==> src/rtl/blur_stream_driver_pkg.sv <==
// Shared types and widths for the blur stream driver and the blur engine it feeds.
package blur_stream_driver_pkg;

  typedef enum logic [1:0] {
    ST_IDLE,
    ST_RUN,
    ST_DRAIN,
    ST_DONE
  } state_e;

  localparam int RGB_W   = 24;
  localparam int PIX_W   = 25;
  localparam int RES_W   = 32;
  localparam int SOF_BIT = 24;

endpackage

==> src/rtl/blur_stream_driver_if.sv <==
// Bus bundle between the driver and its pixel memory, blur engine and result memory.
interface blur_stream_driver_if #(
  parameter int ADDR_W = 16
);
  import blur_stream_driver_pkg::*;

  logic              o_mem_ren;
  logic [ADDR_W-1:0] o_mem_raddr;
  logic [RGB_W-1:0]  i_mem_rdata;

  logic              o_rgb_vld;
  logic [PIX_W-1:0]  o_rgb_data;
  logic              i_rgb_busy;

  logic              i_result_vld;
  logic [RES_W-1:0]  i_result_data;
  logic              o_result_busy;

  logic              o_wr_en;
  logic [ADDR_W-1:0] o_wr_addr;
  logic [RES_W-1:0]  o_wr_data;

  modport master (
    output o_mem_ren, o_mem_raddr, o_rgb_vld, o_rgb_data,
           o_result_busy, o_wr_en, o_wr_addr, o_wr_data,
    input  i_mem_rdata, i_rgb_busy, i_result_vld, i_result_data
  );

  modport slave (
    input  o_mem_ren, o_mem_raddr, o_rgb_vld, o_rgb_data,
           o_result_busy, o_wr_en, o_wr_addr, o_wr_data,
    output i_mem_rdata, i_rgb_busy, i_result_vld, i_result_data
  );

endinterface

==> src/rtl/blur_prefetch_fifo.sv <==
// Two-entry prefetch FIFO holding source pixels between memory and the blur stream.
module blur_prefetch_fifo
  import blur_stream_driver_pkg::*;
#(
  parameter int WIDTH = RGB_W
) (
  input  logic             clk,
  input  logic             rst,
  input  logic             push,
  input  logic [WIDTH-1:0] push_data,
  input  logic             pop,
  output logic [WIDTH-1:0] head,
  output logic             full,
  output logic             empty,
  output logic [1:0]       count
);

  logic [WIDTH-1:0] mem [2];
  logic             wr_ptr;
  logic             rd_ptr;

  always_ff @(posedge clk or posedge rst) begin
    if (rst) begin
      wr_ptr <= 1'b0;
      rd_ptr <= 1'b0;
      count  <= 2'd0;
    end else begin
      if (push) wr_ptr <= ~wr_ptr;
      if (pop)  rd_ptr <= ~rd_ptr;
      case ({push, pop})
        2'b10:   count <= count + 2'd1;
        2'b01:   count <= count - 2'd1;
        default: count <= count;
      endcase
    end
  end

  // NOTE: storage is not reset; only the pointers and count define validity, and
  // consumers never look at head while the FIFO is empty.
  always_ff @(posedge clk) begin
    if (push) mem[wr_ptr] <= push_data;
  end

  assign head  = mem[rd_ptr];
  assign full  = (count == 2'd2);
  assign empty = (count == 2'd0);

endmodule

==> src/rtl/blur_stream_driver.sv <==
// Streams a frame of source pixels into the blur engine and writes its results back.
module blur_stream_driver
  import blur_stream_driver_pkg::*;
#(
  parameter int IMG_W  = 8,
  parameter int IMG_H  = 8,
  parameter int ADDR_W = 16
) (
  input  logic          i_clk,
  input  logic          i_rst,
  input  logic          i_start,
  output logic          o_done,
  output logic          o_busy,
  blur_stream_driver_if.master bus
);

  localparam int N     = IMG_W * IMG_H;
  localparam int CNT_W = ADDR_W + 1;
  localparam logic [CNT_W-1:0]  RD_END = CNT_W'(N);
  localparam logic [ADDR_W-1:0] LAST   = ADDR_W'(N - 1);

  state_e            state, state_nx;
  logic [CNT_W-1:0]  rd_cnt;
  logic [ADDR_W-1:0] pix_cnt;
  logic [ADDR_W-1:0] res_cnt;
  logic              in_flight;

  logic              fifo_push, fifo_full, fifo_empty;
  logic [1:0]        fifo_count;
  logic [RGB_W-1:0]  fifo_head;

  logic              start_frame;
  logic              pix_xfer, res_xfer;
  logic              pix_last, res_last;
  logic [2:0]        committed;

  assign start_frame = (state == ST_IDLE) && i_start;
  assign pix_xfer    = bus.o_rgb_vld && !bus.i_rgb_busy;
  assign res_xfer    = bus.i_result_vld && !bus.o_result_busy;
  assign pix_last    = (pix_cnt == LAST);
  assign res_last    = (res_cnt == LAST);

  // Slots committed after this edge: the head leaving this cycle frees its slot,
  // which is what lets a full-rate stream keep one read in flight every cycle.
  assign committed     = 3'(fifo_count) + 3'(in_flight) - 3'(pix_xfer);
  assign bus.o_mem_ren = (state == ST_RUN) && (rd_cnt != RD_END) && (committed < 3'd2);
  assign bus.o_mem_raddr = rd_cnt[ADDR_W-1:0];

  assign fifo_push = in_flight && (!fifo_full || pix_xfer);

  blur_prefetch_fifo #(.WIDTH(RGB_W)) u_fifo (
    .clk       (i_clk),
    .rst       (i_rst),
    .push      (fifo_push),
    .push_data (bus.i_mem_rdata),
    .pop       (pix_xfer),
    .head      (fifo_head),
    .full      (fifo_full),
    .empty     (fifo_empty),
    .count     (fifo_count)
  );

  assign bus.o_rgb_vld = !fifo_empty;

  always_comb begin
    bus.o_rgb_data = '0;
    if (!fifo_empty) begin
      bus.o_rgb_data[SOF_BIT]     = (pix_cnt == '0);
      bus.o_rgb_data[RGB_W-1:0]   = fifo_head;
    end
  end

  assign bus.o_wr_en   = res_xfer;
  assign bus.o_wr_addr = res_xfer ? res_cnt : '0;
  assign bus.o_wr_data = res_xfer ? bus.i_result_data : '0;

  // NOTE: state and counters use non-blocking assignments so every register
  // samples the pre-edge values of the others, independent of statement order.
  always_ff @(posedge i_clk or posedge i_rst) begin
    if (i_rst) begin
      state     <= ST_IDLE;
      rd_cnt    <= '0;
      pix_cnt   <= '0;
      res_cnt   <= '0;
      in_flight <= 1'b0;
    end else begin
      state     <= state_nx;
      in_flight <= bus.o_mem_ren;
      if (start_frame) begin
        rd_cnt  <= '0;
        pix_cnt <= '0;
        res_cnt <= '0;
      end else begin
        if (bus.o_mem_ren)         rd_cnt  <= rd_cnt + 1'b1;
        if (pix_xfer && !pix_last) pix_cnt <= pix_cnt + 1'b1;
        if (res_xfer && !res_last) res_cnt <= res_cnt + 1'b1;
      end
    end
  end

  // NOTE: every output of this block gets a default first so no path infers a latch.
  always_comb begin
    state_nx          = state;
    o_done            = 1'b0;
    o_busy            = 1'b1;
    bus.o_result_busy = 1'b1;
    case (state)
      ST_IDLE: begin
        o_busy = 1'b0;
        if (i_start) state_nx = ST_RUN;
      end
      ST_RUN: begin
        bus.o_result_busy = 1'b0;
        if (pix_xfer && pix_last)
          state_nx = (res_xfer && res_last) ? ST_DONE : ST_DRAIN;
      end
      ST_DRAIN: begin
        bus.o_result_busy = 1'b0;
        if (res_xfer && res_last) state_nx = ST_DONE;
      end
      ST_DONE: begin
        o_done   = 1'b1;
        state_nx = ST_IDLE;
      end
      default: state_nx = ST_IDLE;
    endcase
  end

endmodule

==> src/flat_wrapper.sv <==
// flat-port wrapper written by rule: the top's interface ports become plain ports
module blur_stream_driver_flat import blur_stream_driver_pkg::*;
#(
  parameter int IMG_W  = 8,
  parameter int IMG_H  = 8,
  parameter int ADDR_W = 16
)
  (i_clk, i_rst, i_start, o_done, o_busy, bus_o_mem_ren, bus_o_mem_raddr, bus_o_rgb_vld, bus_o_rgb_data, bus_o_result_busy, bus_o_wr_en, bus_o_wr_addr, bus_o_wr_data, bus_i_mem_rdata, bus_i_rgb_busy, bus_i_result_vld, bus_i_result_data);
  blur_stream_driver_if #(.ADDR_W(ADDR_W)) bus_i ();
  input  logic i_clk;
  input  logic i_rst;
  input  logic i_start;
  output logic o_done;
  output logic o_busy;
  output wire logic [$bits(bus_i.o_mem_ren)-1:0] bus_o_mem_ren;
  output wire logic [$bits(bus_i.o_mem_raddr)-1:0] bus_o_mem_raddr;
  output wire logic [$bits(bus_i.o_rgb_vld)-1:0] bus_o_rgb_vld;
  output wire logic [$bits(bus_i.o_rgb_data)-1:0] bus_o_rgb_data;
  output wire logic [$bits(bus_i.o_result_busy)-1:0] bus_o_result_busy;
  output wire logic [$bits(bus_i.o_wr_en)-1:0] bus_o_wr_en;
  output wire logic [$bits(bus_i.o_wr_addr)-1:0] bus_o_wr_addr;
  output wire logic [$bits(bus_i.o_wr_data)-1:0] bus_o_wr_data;
  input wire logic [$bits(bus_i.i_mem_rdata)-1:0] bus_i_mem_rdata;
  input wire logic [$bits(bus_i.i_rgb_busy)-1:0] bus_i_rgb_busy;
  input wire logic [$bits(bus_i.i_result_vld)-1:0] bus_i_result_vld;
  input wire logic [$bits(bus_i.i_result_data)-1:0] bus_i_result_data;
  assign bus_o_mem_ren = bus_i.o_mem_ren;
  assign bus_o_mem_raddr = bus_i.o_mem_raddr;
  assign bus_o_rgb_vld = bus_i.o_rgb_vld;
  assign bus_o_rgb_data = bus_i.o_rgb_data;
  assign bus_o_result_busy = bus_i.o_result_busy;
  assign bus_o_wr_en = bus_i.o_wr_en;
  assign bus_o_wr_addr = bus_i.o_wr_addr;
  assign bus_o_wr_data = bus_i.o_wr_data;
  assign bus_i.i_mem_rdata = bus_i_mem_rdata;
  assign bus_i.i_rgb_busy = bus_i_rgb_busy;
  assign bus_i.i_result_vld = bus_i_result_vld;
  assign bus_i.i_result_data = bus_i_result_data;
  blur_stream_driver #(.IMG_W(IMG_W), .IMG_H(IMG_H), .ADDR_W(ADDR_W)) u_core (.i_clk(i_clk), .i_rst(i_rst), .i_start(i_start), .o_done(o_done), .o_busy(o_busy), .bus(bus_i));
endmodule
==> config.mk <==
export PLATFORM = sky130hd
export DESIGN_NAME = blur_stream_driver_flat
export DESIGN_NICKNAME = d
export VERILOG_FILES = /design/src/rtl/blur_stream_driver_pkg.sv /design/src/rtl/blur_stream_driver_if.sv /design/src/rtl/blur_prefetch_fifo.sv /design/src/rtl/blur_stream_driver.sv /design/src/flat_wrapper.sv
export SDC_FILE = /design/constraint.sdc
export NUM_CORES = 1
export LEC_CHECK = 0
export ABC_CLOCK_PERIOD_IN_PS = 5450
export BUFFER_PORTS_ARGS = -buffer_cell sky130_fd_sc_hd__buf_2
export CORE_MARGIN = 5
export CORE_UTILIZATION = 42
export DETAILED_ROUTE_END_ITERATION = 10
export PLACE_DENSITY = 0.67
export SLEW_MARGIN = 25
export SYNTH_ARGS = -nofsm -noshare
export SYNTH_HDL_FRONTEND = slang
export SYNTH_SLANG_ARGS = --single-unit
export TNS_END_PERCENT = 50
==> constraint.sdc <==
create_clock -name i_clk -period 5.45 [get_ports i_clk]
set_input_delay 0.545 -clock i_clk [delete_from_list [all_inputs] [get_ports i_clk]]
set_output_delay 0.545 -clock i_clk [all_outputs]
set_load 0.03 [all_outputs]
# Word level (Yosys, flattened, before mapping)
# Memories as Yosys holds them, arrays and structs flattened.
# Cells that the tools add are included.
op_classes:
  n_addsub: 7
  order_cmp: 1
  n_eq_ne: 12
  n_mux: 20
  bitwise_logic: 2
  n_reduce_logical: 25
op_table:
  columns: ["operator", "count"]
  rows:
  - ["$mux W16", 5]
  - ["$mux W17", 2]
  - ["$add A16 B1 Y16 const B", 2]
  - ["$eq A16 B6 Y1 const B", 2]
  - ["$mux W32", 1]
  - ["$mux W25", 1]
  - ["$add A17 B1 Y17 const B", 1]
  - ["$ne A17 B7 Y1 const B", 1]
  - ["$logic_not A16 Y1", 1]
  - ["$logic_and A1 B1 Y1", 10]
  - ["$eq A2 B2 Y1 const B", 4]
  - ["$pmux W2 S4", 1]
  - ["$reduce_bool A2 Y1", 4]
  - ["$mux W1", 6]
  - ["$mux W2", 3]
  - ["$logic_not A1 Y1", 5]
  - ["$eq A2 B1 Y1 const B", 2]
  - ["$logic_not A2 Y1", 2]
  - ["$ne A2 B2 Y1 const B", 2]
  - ["$pmux W2 S2", 1]
  - ["$add A2 B1 Y3", 1]
  - ["$lt A3 B2 Y1 const B", 1]
  - ["$reduce_and A3 Y1", 1]
  - ["$sub A3 B1 Y3", 1]
  - ["other kinds (6)", 7]
word_totals:
  reg_bits: 56
  ram_bits: 48
  in_bits: 61
  output_inout_bits: 95
  elab_cells: 76
  n_memories: 1
mem_list:
  columns: ["memory", "depth", "word_bits", "rd", "rd_clocked_by_memory_dff", "write_ports", "line_no", "text"]
  rows:
  - ["u_core.u_fifo.mem", 2, 24, 1, 0, 1, "blur_prefetch_fifo.sv:18", "logic [WIDTH-1:0] mem [2];"]

# Logic depth before layout (Yosys ltp)
logic_depth:
  ltp_word: 8
  depth_mapped: 11
  depth_no_buf: 8

# Cells and area by module
# From an unflattened synthesis, not the netlist that was laid out.
hier_totals:
  hier_cells: 501
  hier_area_um2: 5662.9
by_module_without_submodules:
  columns: ["mod", "instances", "cells_per_inst", "area_per_inst_um2", "seq_area_each_um2"]
  rows:
  - ["blur_stream_driver", 1, 409, 3639.7, 1301.2]
  - ["blur_prefetch_fifo", 1, 92, 2023.2, 1541.5]

# Worst setup path after synthesis
# OpenSTA, ideal clock, no wires.
synth_path:
  path_type: "register to output"
  from: "register u_core.u_fifo.count[1]"
  to: "output bus_o_mem_ren"
  arrival_time_ps: 2430
  slack_ps: 2475
  path_stages_with_launch: 11
  path_buffers: 3
  cell_sequence: "dfrtp_1 -> buf_6 -> nor2_1 -> buf_1 -> nor3_1 -> fa_1 -> xnor2_2 -> and3_2 -> clkbuf_1 -> nand2_1 -> inv_1"
synth_via:
  elab_chain_cells: 6
  word_cells_on_any_way: 7
  classes_between: "add/sub (2); order compare (1); reduce/logical (4)"
synth_lines:
  columns: ["item", "line_no", "text"]
  rows:
  - ["from (decl)", "blur_prefetch_fifo.sv:15", "output logic [1:0] count"]
  - ["from (signal assigned)", "blur_prefetch_fifo.sv:31", "2'b10: count <= count + 2'd1;"]
  - ["from (signal assigned)", "blur_prefetch_fifo.sv:32", "2'b01: count <= count - 2'd1;"]
  - ["from (signal assigned)", "blur_prefetch_fifo.sv:33", "default: count <= count;"]
  - ["parallel branches: the longest is 3 deep, another holds $add A2 B1 Y3", null, null]
  - ["$sub A3 B1 Y3 *", "blur_stream_driver.sv:45", "assign committed = 3'(fifo_count) + 3'(in_flight) - 3'(pix_xfer);"]
  - ["$lt A3 B2 Y1 *", "blur_stream_driver.sv:46", "assign bus.o_mem_ren = (state == ST_RUN) && (rd_cnt != RD_END) && (committed < 3'd2);"]
  - ["$logic_and A1 B1 Y1 *", "blur_stream_driver.sv:46", null]
  - ["to (decl)", "flat_wrapper.sv:15", "output wire logic [$bits(bus_i.o_mem_ren)-1:0] bus_o_mem_ren;"]
# Mark *: on every way between the ends.

# Worst setup path in the final report
# Ends and elaborated chain as after synthesis.

==> results.ini <==
[logic_synthesis]
ys_ff_latch=104
synth_adder_area_share_pct=2.66
async_flop_share_pct=53.8
synth_top_family_by_area=simple AND/OR/NAND/NOR gates
synthSimpleGateAreaFrac_pct=23.4
yosysWarnings=0
yosys.cell_types.count=45
synth_xor_area_share_pct=6.56
synth_cells=526
syn_nets=598
synth_edf_count=48
synthMuxAreaShare_pct=4.77
synth-compound-area-share_pct=4.77
syn_area_um2=5460
postSynthAreaPerCell_um2=10.4
postSynth.topFlopCell=dfrtp_1
synth_seq_area_share_pct=52.1

[cells_and_area]
drive_above_1_share_pct=28.9
final_common_cell=buf_2
fill_cells=1156
final_cell_mix=buf_2, nor2_1, and3_1, dfrtp_1, edfxtp_1
n_antenna_cell=0
final_nets=725
area_growth_pct=19.6

[job]
drv_cap=0

[worst_setup_path]
reg2reg_slack_ns=2.86
worstReg2RegStart=u_core.u_fifo.count[1]$_DFFE_PP0P_
cp.required_ns=4.91
rr_endpoint=u_core.rd_cnt[14]$_DFFE_PP0P_
cp-start-kind=flop
arrival_ns=2.39
path_class=flop to output port
crit_fanout=9
rr_worst_depth=8
endpoint_kind=output port

[cts]
clk_path_buf_depth=2
cts_buffers=9
cts_setup_buffers=0
htree_levels=3
cts_root_buf=clkbuf_16
numClockSinks=104
postCtsHoldBufs=0
cts_resized=0
insertion_delay_ns=0.34
clk_pin_slew_ns=0.07
cts_tree=done

[timing]
finalHoldViolCount=0
min_period_ns=2.93
slew_headroom_pct=51.7
finalSetupViolCount=0
tightestPinTransition_ns=0.717
finalSetupTns_ns=0
max_freq_ghz=0.341
finalClockSkew_ns=0.00626
rsz0062_at_grt=false
finalMaxSlewViolations=0
fin_crit_sh_pct=53.8

[route]
vias=4301
wl_per_cell_um=15.4
wirelength_um=12800
postRouteAntennaNets=0
dr.pass1.iters=4
drt_iter0_markers=201
via_per_inst=5.18
drc_errors=0

[placement]
portBuffers=155
globalplace.congestion=0.849
dp_hpwl_um=9070

[power_and_ir_drop]
leakage_nw=3.18
max-vdd-ir-drop_v=0.000204
p_per_area_nw_per_um2=458
p_total_mw=2.99

[grt]
grt_pass1_vias=4147
grt_pass1_wl_um=19800
grt_start_max_net_pins=57
antenna_found_initial=0
grt_util_all_layers_pct=16.2
grt_overflow=0

[floorplanning]
core_um2=12700
die_h_um=124
fp.dieArea_um2=15400
die_w_um=124
ios=156
rows=41
start_util_pct=43.1

[worst_hold_path]
min_path_type=input port to async pin

[outcome]
status=complete, no violations

==> worst max path at each step <==
| stage | endpoint | cells past startpoint | slack (ns) | from |
|---|---|---|---|---|
| finish | bus_o_mem_ren | 8 | 2.52 | u_core.u_fifo.count[1]$_DFFE_PP0P_ |
| floorplan | bus_o_mem_ren | 10 | 2.48 | u_core.u_fifo.count[1]$_DFFE_PP0P_ |
| CTS | bus_o_wr_en | 5 | 2.44 | u_core.state[1]$_DFFE_PP0P_ |
| global placement | bus_o_mem_ren | 9 | 2.67 | bus_i_rgb_busy |
| detailed placement | bus_o_mem_ren | 9 | 2.59 | bus_i_rgb_busy |
| global route | bus_o_mem_ren | 7 | 2.32 | u_core.rd_cnt[0]$_DFFE_PP0P_ |
==> area by class of cell <==
| cell class | instances | area [um2] | area share, % |
|---|---|---|---|
| timing repair buffer | 161 | 821 | 12.6 |
| sequential | 104 | 2840 | 43.6 |
| clock buffer | 10 | 229 | 3.51 |
| tap | 172 | 215 | 3.30 |
| clock inverter | 6 | 43.8 | 0.671 |
| multi-input combinational | 360 | 2310 | 35.4 |
| inverter | 17 | 63.8 | 0.978 |
==> synthesized netlist by cell type (all sizes together), types with 3 or more instances <==
cell type | instances | area share [%]
nor2 | 76 | 5.2
and3 | 59 | 6.8
dfrtp | 56 | 26
edfxtp | 48 | 26
nand2 | 34 | 2.3
buf | 28 | 3.4
mux2i | 26 | 4.8
xor2 | 25 | 4.0
nand4 | 23 | 2.6
nand3 | 18 | 1.7
clkbuf | 17 | 1.2
inv | 16 | 1.1
xnor2 | 15 | 2.5
o21ai | 11 | 1.0
ha | 10 | 2.3
a21oi | 8 | 0.73
nor4 | 7 | 0.80
a211oi | 6 | 0.83
and2 | 6 | 0.69
and4 | 6 | 1.0
or4 | 6 | 0.83
nor3 | 5 | 0.46
a2111oi | 3 | 0.83
or3 | 3 | 0.34
==> stage by stage <==
| stage | area, um2 | hold WS [ns] | setup slack [ns] | util, % | std cells |
|---|---|---|---|---|---|
| after floorplan | 5460 | 0.468 | 2.48 | - | 526 |
| after global placement | 6250 | 0.500 | 2.67 | 49.3 | 814 |
| after detailed placement | 6250 | 0.510 | 2.59 | 49.3 | 814 |
| after CTS | 6520 | 0.370 | 2.44 | 51.5 | 830 |
| after global routing | 6530 | 0.371 | 2.32 | 51.5 | 830 |
| final | 6530 | 0.386 | 2.52 | 51.5 | 830 |
==> logic make-up after synthesis <==
kind of cell,Yosys count
DFF,104
muxes,26
adders and majority gates,11
buffers and inverters,62
xor gates and xnor gates,40
AOI/OAI and AO/OA,37
and+or+nand+nor,246
==> worst max-delay path, cell delays in order (launching register included) <==
cell and delay, ns:
dfrtp_1 0.51, nor2_2 0.15, nor3_1 0.07, fa_1 0.44, xnor2_2 0.16, and3_2 0.30
nand2_1 0.12, inv_1 0.10, buf_2 0.20
==> sequential cells by signal, indices dropped and copies added, names as in the netlist <==
register              flops
u_core.in_flight          1
u_core.pix_cnt           16
u_core.rd_cnt            17
u_core.res_cnt           16
u_core.state              2
u_core.u_fifo.count       2
u_core.u_fifo.mem        48
u_core.u_fifo.rd_ptr      1
u_core.u_fifo.wr_ptr      1
==> report_power, final <==
part / switching (mW) / internal [mW]
registers: 0.0890 / 0.934
logic: 0.955 / 0.423
clock network: 0.280 / 0.311
==> layer usage <==
metal / global-route usage, % / routed length (um) / up-vias
li1: - / - / 2107
met1: 19.6 / 5320 / 2063
met2: 28.4 / 6450 / 116
met3: 3.54 / 779 / 15
met4: 5.75 / 219 / 0
met5: 0 / 0 / -
(Power assumes the default switching activity.)
